### config.mk
export PLATFORM = sky130hd
export DESIGN_NAME = sub64_pipe
export DESIGN_NICKNAME = d
export VERILOG_FILES = /design/src/rtl/sub64_pipe.sv
export SDC_FILE = /design/constraint.sdc
export NUM_CORES = 1
export LEC_CHECK = 0
export BUFFER_PORTS_ARGS = -buffer_cell sky130_fd_sc_hd__clkbuf_2
export CAP_MARGIN = 20
export CORE_UTILIZATION = 35
export DETAILED_ROUTE_END_ITERATION = 6
export HOLD_SLACK_MARGIN = 0.06
export PLACE_DENSITY = 0.59
export RECOVER_POWER = 50
export SLEW_MARGIN = 20
export SYNTH_ARGS = -nofsm -noshare
export SYNTH_HDL_FRONTEND = slang
export SYNTH_SLANG_ARGS = --single-unit
### constraint.sdc
create_clock -name clk -period 4.3 [get_ports clk]
set_input_delay 0.215 -clock clk [delete_from_list [all_inputs] [get_ports clk]]
set_output_delay 0.215 -clock clk [all_outputs]
set_load 0.05 [all_outputs]
### src/rtl/sub64_pipe.sv
`default_nettype none
// ============================================================================
//  Module   : sub64_pipe
//  Purpose  : Four-stage pipelined 64-bit subtractor, diff = a - b - bin, with
//             borrow-out. Each stage resolves one 16-bit carry-select slice.
//             The pipeline uses valid/ready handshakes on both sides and a
//             single global advance, so it stalls cleanly under backpressure.
//  Options  : SUB64_OVF_EN - adds the registered signed-overflow output ovf_o.
//  Revision : 1.0 - initial release
// ============================================================================
module sub64_pipe #(
  parameter int WIDTH = 64,
  parameter int SLICE = 16
) (
  input  logic             clk,
  input  logic             rst,
  input  logic             in_valid_i,
  output logic             in_ready_o,
  input  logic [WIDTH-1:0] a_i,
  input  logic [WIDTH-1:0] b_i,
  input  logic             bin_i,
  output logic             out_valid_o,
  input  logic             out_ready_i,
  output logic [WIDTH-1:0] diff_o,
  output logic             bout_o
`ifdef SUB64_OVF_EN
  ,
  output logic             ovf_o
`endif
);

  // Widths of the operand bits still to be consumed after each stage.
  localparam int REM1 = WIDTH - SLICE;
  localparam int REM2 = WIDTH - 2 * SLICE;
  localparam int REM3 = WIDTH - 3 * SLICE;

  // One slice subtraction; bit SLICE of the result is the borrow-out, which
  // is set exactly when x < y + bi.
  function automatic logic [SLICE:0] slice_sub(input logic [SLICE-1:0] x,
                                               input logic [SLICE-1:0] y,
                                               input logic             bi);
    slice_sub = {1'b0, x} - {1'b0, y} - {{SLICE{1'b0}}, bi};
  endfunction

  // Pipeline state: valid bit, completed low diff bits, borrow into the
  // next slice, and the not-yet-consumed upper operand bits.
  logic                   v1_q, v2_q, v3_q, v4_q;
  logic [SLICE-1:0]       s1_diff_q, s1_diff_d;
  logic                   s1_br_q, s1_br_d;
  logic [REM1-1:0]        s1_a_q, s1_b_q;
  logic [2*SLICE-1:0]     s2_diff_q, s2_diff_d;
  logic                   s2_br_q, s2_br_d;
  logic [REM2-1:0]        s2_a_q, s2_b_q;
  logic [3*SLICE-1:0]     s3_diff_q, s3_diff_d;
  logic                   s3_br_q, s3_br_d;
  logic [REM3-1:0]        s3_a_q, s3_b_q;
  logic [WIDTH-1:0]       diff_q, diff_d;
  logic                   bout_q, bout_d;
`ifdef SUB64_OVF_EN
  logic                   ovf_q, ovf_d;
`endif

  // Both borrow-in variants of every slice are formed up front; the registered
  // borrow from the previous stage only drives the final select.
  logic [SLICE:0] st1_r0, st1_r1, st1_sel;
  logic [SLICE:0] st2_r0, st2_r1, st2_sel;
  logic [SLICE:0] st3_r0, st3_r1, st3_sel;
  logic [SLICE:0] st4_r0, st4_r1, st4_sel;
  logic           adv;

  // Whole pipeline moves together unless the output is held by backpressure.
  assign adv        = !v4_q || out_ready_i;
  assign in_ready_o = adv;

  // Carry-select slice arithmetic and next-state formation for every stage.
  always_comb begin
    st1_r0    = slice_sub(a_i[SLICE-1:0], b_i[SLICE-1:0], 1'b0);
    st1_r1    = slice_sub(a_i[SLICE-1:0], b_i[SLICE-1:0], 1'b1);
    st1_sel   = bin_i ? st1_r1 : st1_r0;
    s1_diff_d = st1_sel[SLICE-1:0];
    s1_br_d   = st1_sel[SLICE];

    st2_r0    = slice_sub(s1_a_q[SLICE-1:0], s1_b_q[SLICE-1:0], 1'b0);
    st2_r1    = slice_sub(s1_a_q[SLICE-1:0], s1_b_q[SLICE-1:0], 1'b1);
    st2_sel   = s1_br_q ? st2_r1 : st2_r0;
    s2_diff_d = {st2_sel[SLICE-1:0], s1_diff_q};
    s2_br_d   = st2_sel[SLICE];

    st3_r0    = slice_sub(s2_a_q[SLICE-1:0], s2_b_q[SLICE-1:0], 1'b0);
    st3_r1    = slice_sub(s2_a_q[SLICE-1:0], s2_b_q[SLICE-1:0], 1'b1);
    st3_sel   = s2_br_q ? st3_r1 : st3_r0;
    s3_diff_d = {st3_sel[SLICE-1:0], s2_diff_q};
    s3_br_d   = st3_sel[SLICE];

    st4_r0    = slice_sub(s3_a_q, s3_b_q, 1'b0);
    st4_r1    = slice_sub(s3_a_q, s3_b_q, 1'b1);
    st4_sel   = s3_br_q ? st4_r1 : st4_r0;
    diff_d    = {st4_sel[SLICE-1:0], s3_diff_q};
    bout_d    = st4_sel[SLICE];
`ifdef SUB64_OVF_EN
    // Sign bits of a and b are still in the stage-3 skew registers here.
    ovf_d     = (s3_a_q[SLICE-1] != s3_b_q[SLICE-1]) &&
                (st4_sel[SLICE-1] != s3_a_q[SLICE-1]);
`endif
  end

  // Pipeline registers: clear on reset, shift on advance, otherwise hold.
  always_ff @(posedge clk) begin
    if (rst) begin
      v1_q      <= 1'b0;
      v2_q      <= 1'b0;
      v3_q      <= 1'b0;
      v4_q      <= 1'b0;
      s1_diff_q <= '0;
      s1_br_q   <= 1'b0;
      s1_a_q    <= '0;
      s1_b_q    <= '0;
      s2_diff_q <= '0;
      s2_br_q   <= 1'b0;
      s2_a_q    <= '0;
      s2_b_q    <= '0;
      s3_diff_q <= '0;
      s3_br_q   <= 1'b0;
      s3_a_q    <= '0;
      s3_b_q    <= '0;
      diff_q    <= '0;
      bout_q    <= 1'b0;
`ifdef SUB64_OVF_EN
      ovf_q     <= 1'b0;
`endif
    end else if (adv) begin
      // A missing input simply becomes a bubble in stage 1.
      v1_q      <= in_valid_i;
      v2_q      <= v1_q;
      v3_q      <= v2_q;
      v4_q      <= v3_q;
      s1_diff_q <= s1_diff_d;
      s1_br_q   <= s1_br_d;
      s1_a_q    <= a_i[WIDTH-1:SLICE];
      s1_b_q    <= b_i[WIDTH-1:SLICE];
      s2_diff_q <= s2_diff_d;
      s2_br_q   <= s2_br_d;
      s2_a_q    <= s1_a_q[REM1-1:SLICE];
      s2_b_q    <= s1_b_q[REM1-1:SLICE];
      s3_diff_q <= s3_diff_d;
      s3_br_q   <= s3_br_d;
      s3_a_q    <= s2_a_q[REM2-1:SLICE];
      s3_b_q    <= s2_b_q[REM2-1:SLICE];
      diff_q    <= diff_d;
      bout_q    <= bout_d;
`ifdef SUB64_OVF_EN
      ovf_q     <= ovf_d;
`endif
    end
  end

  assign out_valid_o = v4_q;
  assign diff_o      = diff_q;
  assign bout_o      = bout_q;
`ifdef SUB64_OVF_EN
  assign ovf_o       = ovf_q;
`endif

endmodule
`default_nettype wire

==> out/metrics.yaml <==
switching_power_uw: 2550
synthTopCellsByArea: "dfxtp_1 43%, nand2_1 15%, a21oi_1 10%"
synth-compound-area-share: 0.203
startpoint: "s3_a_q[0]"
postCtsSetupBuffers: 0
synth_cell_types: 76
n_fill_cell: 4902
p_per_area_nw_per_um2: 431
vdd_drop_max_uv: 221
drc: 0
io-pin-count: 200
via_count: 15200
synth_edf_count: 0
synth_xor_area_frac: 0.0436
cp_max_fo: 3
synthMuxAreaShare: 0.00178
endpoint_kind: "flip-flop"
p_int_uw: 6300
ys_seq_area_frac: 0.426
die_y_um: 222
wl_met1_um: 20400
drive_above_1_share: 0.0913
core_area_um2: 47700
synth_ff_type: "dfxtp_1"
dr.max_layer_used: "met4"
drt-pass1-iter-count: 5
hold_class: "in -> reg"
relSlewSlack: -0.000691
power.leakage_uw: 0.00823
rsz0062_at_grt: "false"
min_from: "b_i[0]"
power_uw: 8860
p_comb_frac: 0.185
finClkSkew_ps: 9.84
dieArea_um2: 49200
synth_top_area_frac: 0.426
fin_tns_setup_ps: 0
worstSetupPathType: "reg -> reg"
finalCriticalPeriod_ps: 3570
syn-instance-count: 2211
timing.rr.start: "s3_a_q[0]"
numPortBuffers: 199
cts_tree: "yes"
netlist_area_um2: 16900
n_antenna_cell: 0
ys_ff_latch: 360
htreeDepth: 2
viasPerCell: 4.94
maxSlewViolCount: 1
worstPathArrival_ps: 4060
grt_usage: 0.166
instances_no_fill: 3068
grt_remaining_overflow: 0
switching_share: 0.288
post-route-period-util: 0.830
fmax_mhz: 280
utilization: 0.430
dp_hpwl_um: 27300
dr_wl_met2_um: 19000
syn_nets: 2416
status: "complete, but fails checks"
place.gp.congestion: 0.831
clock_path_buffers: 3
synth_commonest_cells: "659 x nand2_1, 360 x dfxtp_1, 352 x a21oi_1"
rows: 80
cp.required_ps: 4790
initial_core_util: 0.354
clk_pin_slew_worst_paths_ps: 60
synth.most_common_cell: "nand2_1"
async_flop_share: 0
drt_iter0_markers: 858
clockRootBuffer: "clkbuf_16"
synth-simple-area-share: 0.222
clk-insertion-delay-late_ps: 550
ant_nets: 0
worstMarginPinSlew_ps: 1490
cap_violations: 1
layout.nets: 2630
drt_wl_total_um: 41900
place_inst: 2898
area_growth_pct: 21.4
cts_num_sinks: 360
yosysWarnings: 0
hold_viol_final: 0
yosysTopAreaCell: "dfxtp_1"
clock_power_share: 0.393
report.final.setup_viol: 0
cts_buffers: 41
antenna_found_initial: 0
grt_pass1_wl_um: 69700
grt_max_degree: 197
cp-start-kind: "flip-flop"
synth_fa_ha_area_frac: 0.0550
synth_top_family_by_area: "simple AND/OR/NAND/NOR gates"
route.met3.wl_um: 1350
avgSynthCellArea_um2: 7.65
seq_power_share: 0.422
first_global_vias: 14300
failed_checks: "max-capacitance violations, max-slew violations"
fp.dieW_um: 222
wl_per_cell_um: 13.6
==> through the flow <==
step                      hold WS [ps]  setup slack (ps)  instance area [um2]
after floorplan                    355              1190                16900
after global placement             438               848                18300
after detailed placement           443               785                18300
after CTS                          113               739                20600
after global routing               199               458                20500
final                              183               733                20500
==> sequential cells by signal, indices dropped and copies added (netlist names), 16 cells and up <==
name,cells
s1_diff_q,16
s2_diff_q,32
s3_a_q,16
diff_o,64
s2_a_q,32
s3_diff_q,48
s1_b_q,48
s2_b_q,32
s3_b_q,16
s1_a_q,48
==> layout by cell type, fill, tap and decap left out, drive strengths merged, types with 12 or more instances in the layout <==
master,synthesis,routed
dlygate4sd3,0,99
o21ai,52,52
nand3,17,17
a311oi,12,12
o211ai,13,13
a211oi,39,39
nand4,12,12
nor2,88,88
nand2b,13,13
a21oi,352,352
nor3,25,25
clkbuf,130,256
dfxtp,360,360
inv,86,87
or3,16,16
a21o,17,17
o21a,16,16
xor2,39,39
nor2b,15,15
nand2,659,659
ha,68,68
xnor2,43,43
==> logic make-up (layout without fill, tap and decap cells) <==
group,after synthesis,in the layout
DFF,360,360
muxes,3,3
AOI/OAI and AO/OA,576,576
and+or+nand+nor,898,898
xor gates and xnor gates,82,82
adders and majority gates,72,72
buffers and inverters,220,462
==> power groups by stage <==
stage	combinational [uW]	sequential [uW]	clock [uW]
floorplan	1020	3960	0
global placement	1550	3810	0
detailed placement	1580	3810	0
CTS	1660	3740	3610
global route	1820	3770	3710
finish	1640	3740	3480
==> routing by layer <==
layer | global-route usage | vias to the layer above
met5 | 0 | -
met4 | 0.0573 | 0
met3 | 0.0269 | 64
met2 | 0.270 | 203
met1 | 0.223 | 6977
li1 | - | 7920
==> critical path, cell delays in order (launching register included) <==
cell and delay, ps:
dfxtp_1 310, inv_1 50, ha_1 180, inv_1 70, fa_1 410, a21oi_1 260, o2111ai_1 260, a2111oi_0 800
o21ba_2 270, or2_2 130, nand4_1 150, or4b_1 530, nand3_1 90
==> path summary, 6_finish.rpt <==
| path | end | slack [ps] | depth (start not counted) |
|---|---|---|---|
| setup / recovery | bout_o | 730 | 12 |
| hold / removal | s1_diff_q[0] | 180 | 5 |
| setup reg to reg | bout_o | 730 | 12 |
| hold reg to reg | diff_o[1] | 450 | 2 |
==> layout make-up <==
cell class	count	area [um2]	area share
flip-flops and latches	360	7210	0.351
clock inverters	13	128	0.00621
clock buffers	58	1210	0.0589
well taps	615	769	0.0375
multi-input cells	1631	8890	0.433
inverters	86	330	0.0161
repair buffers	305	2000	0.0976
==> repair_timing <==
action,CTS,global route
resized for setup,0,0
hold buffers,99,0
endpoints found under the hold margin,100,0
(Power assumes the default switching activity.)
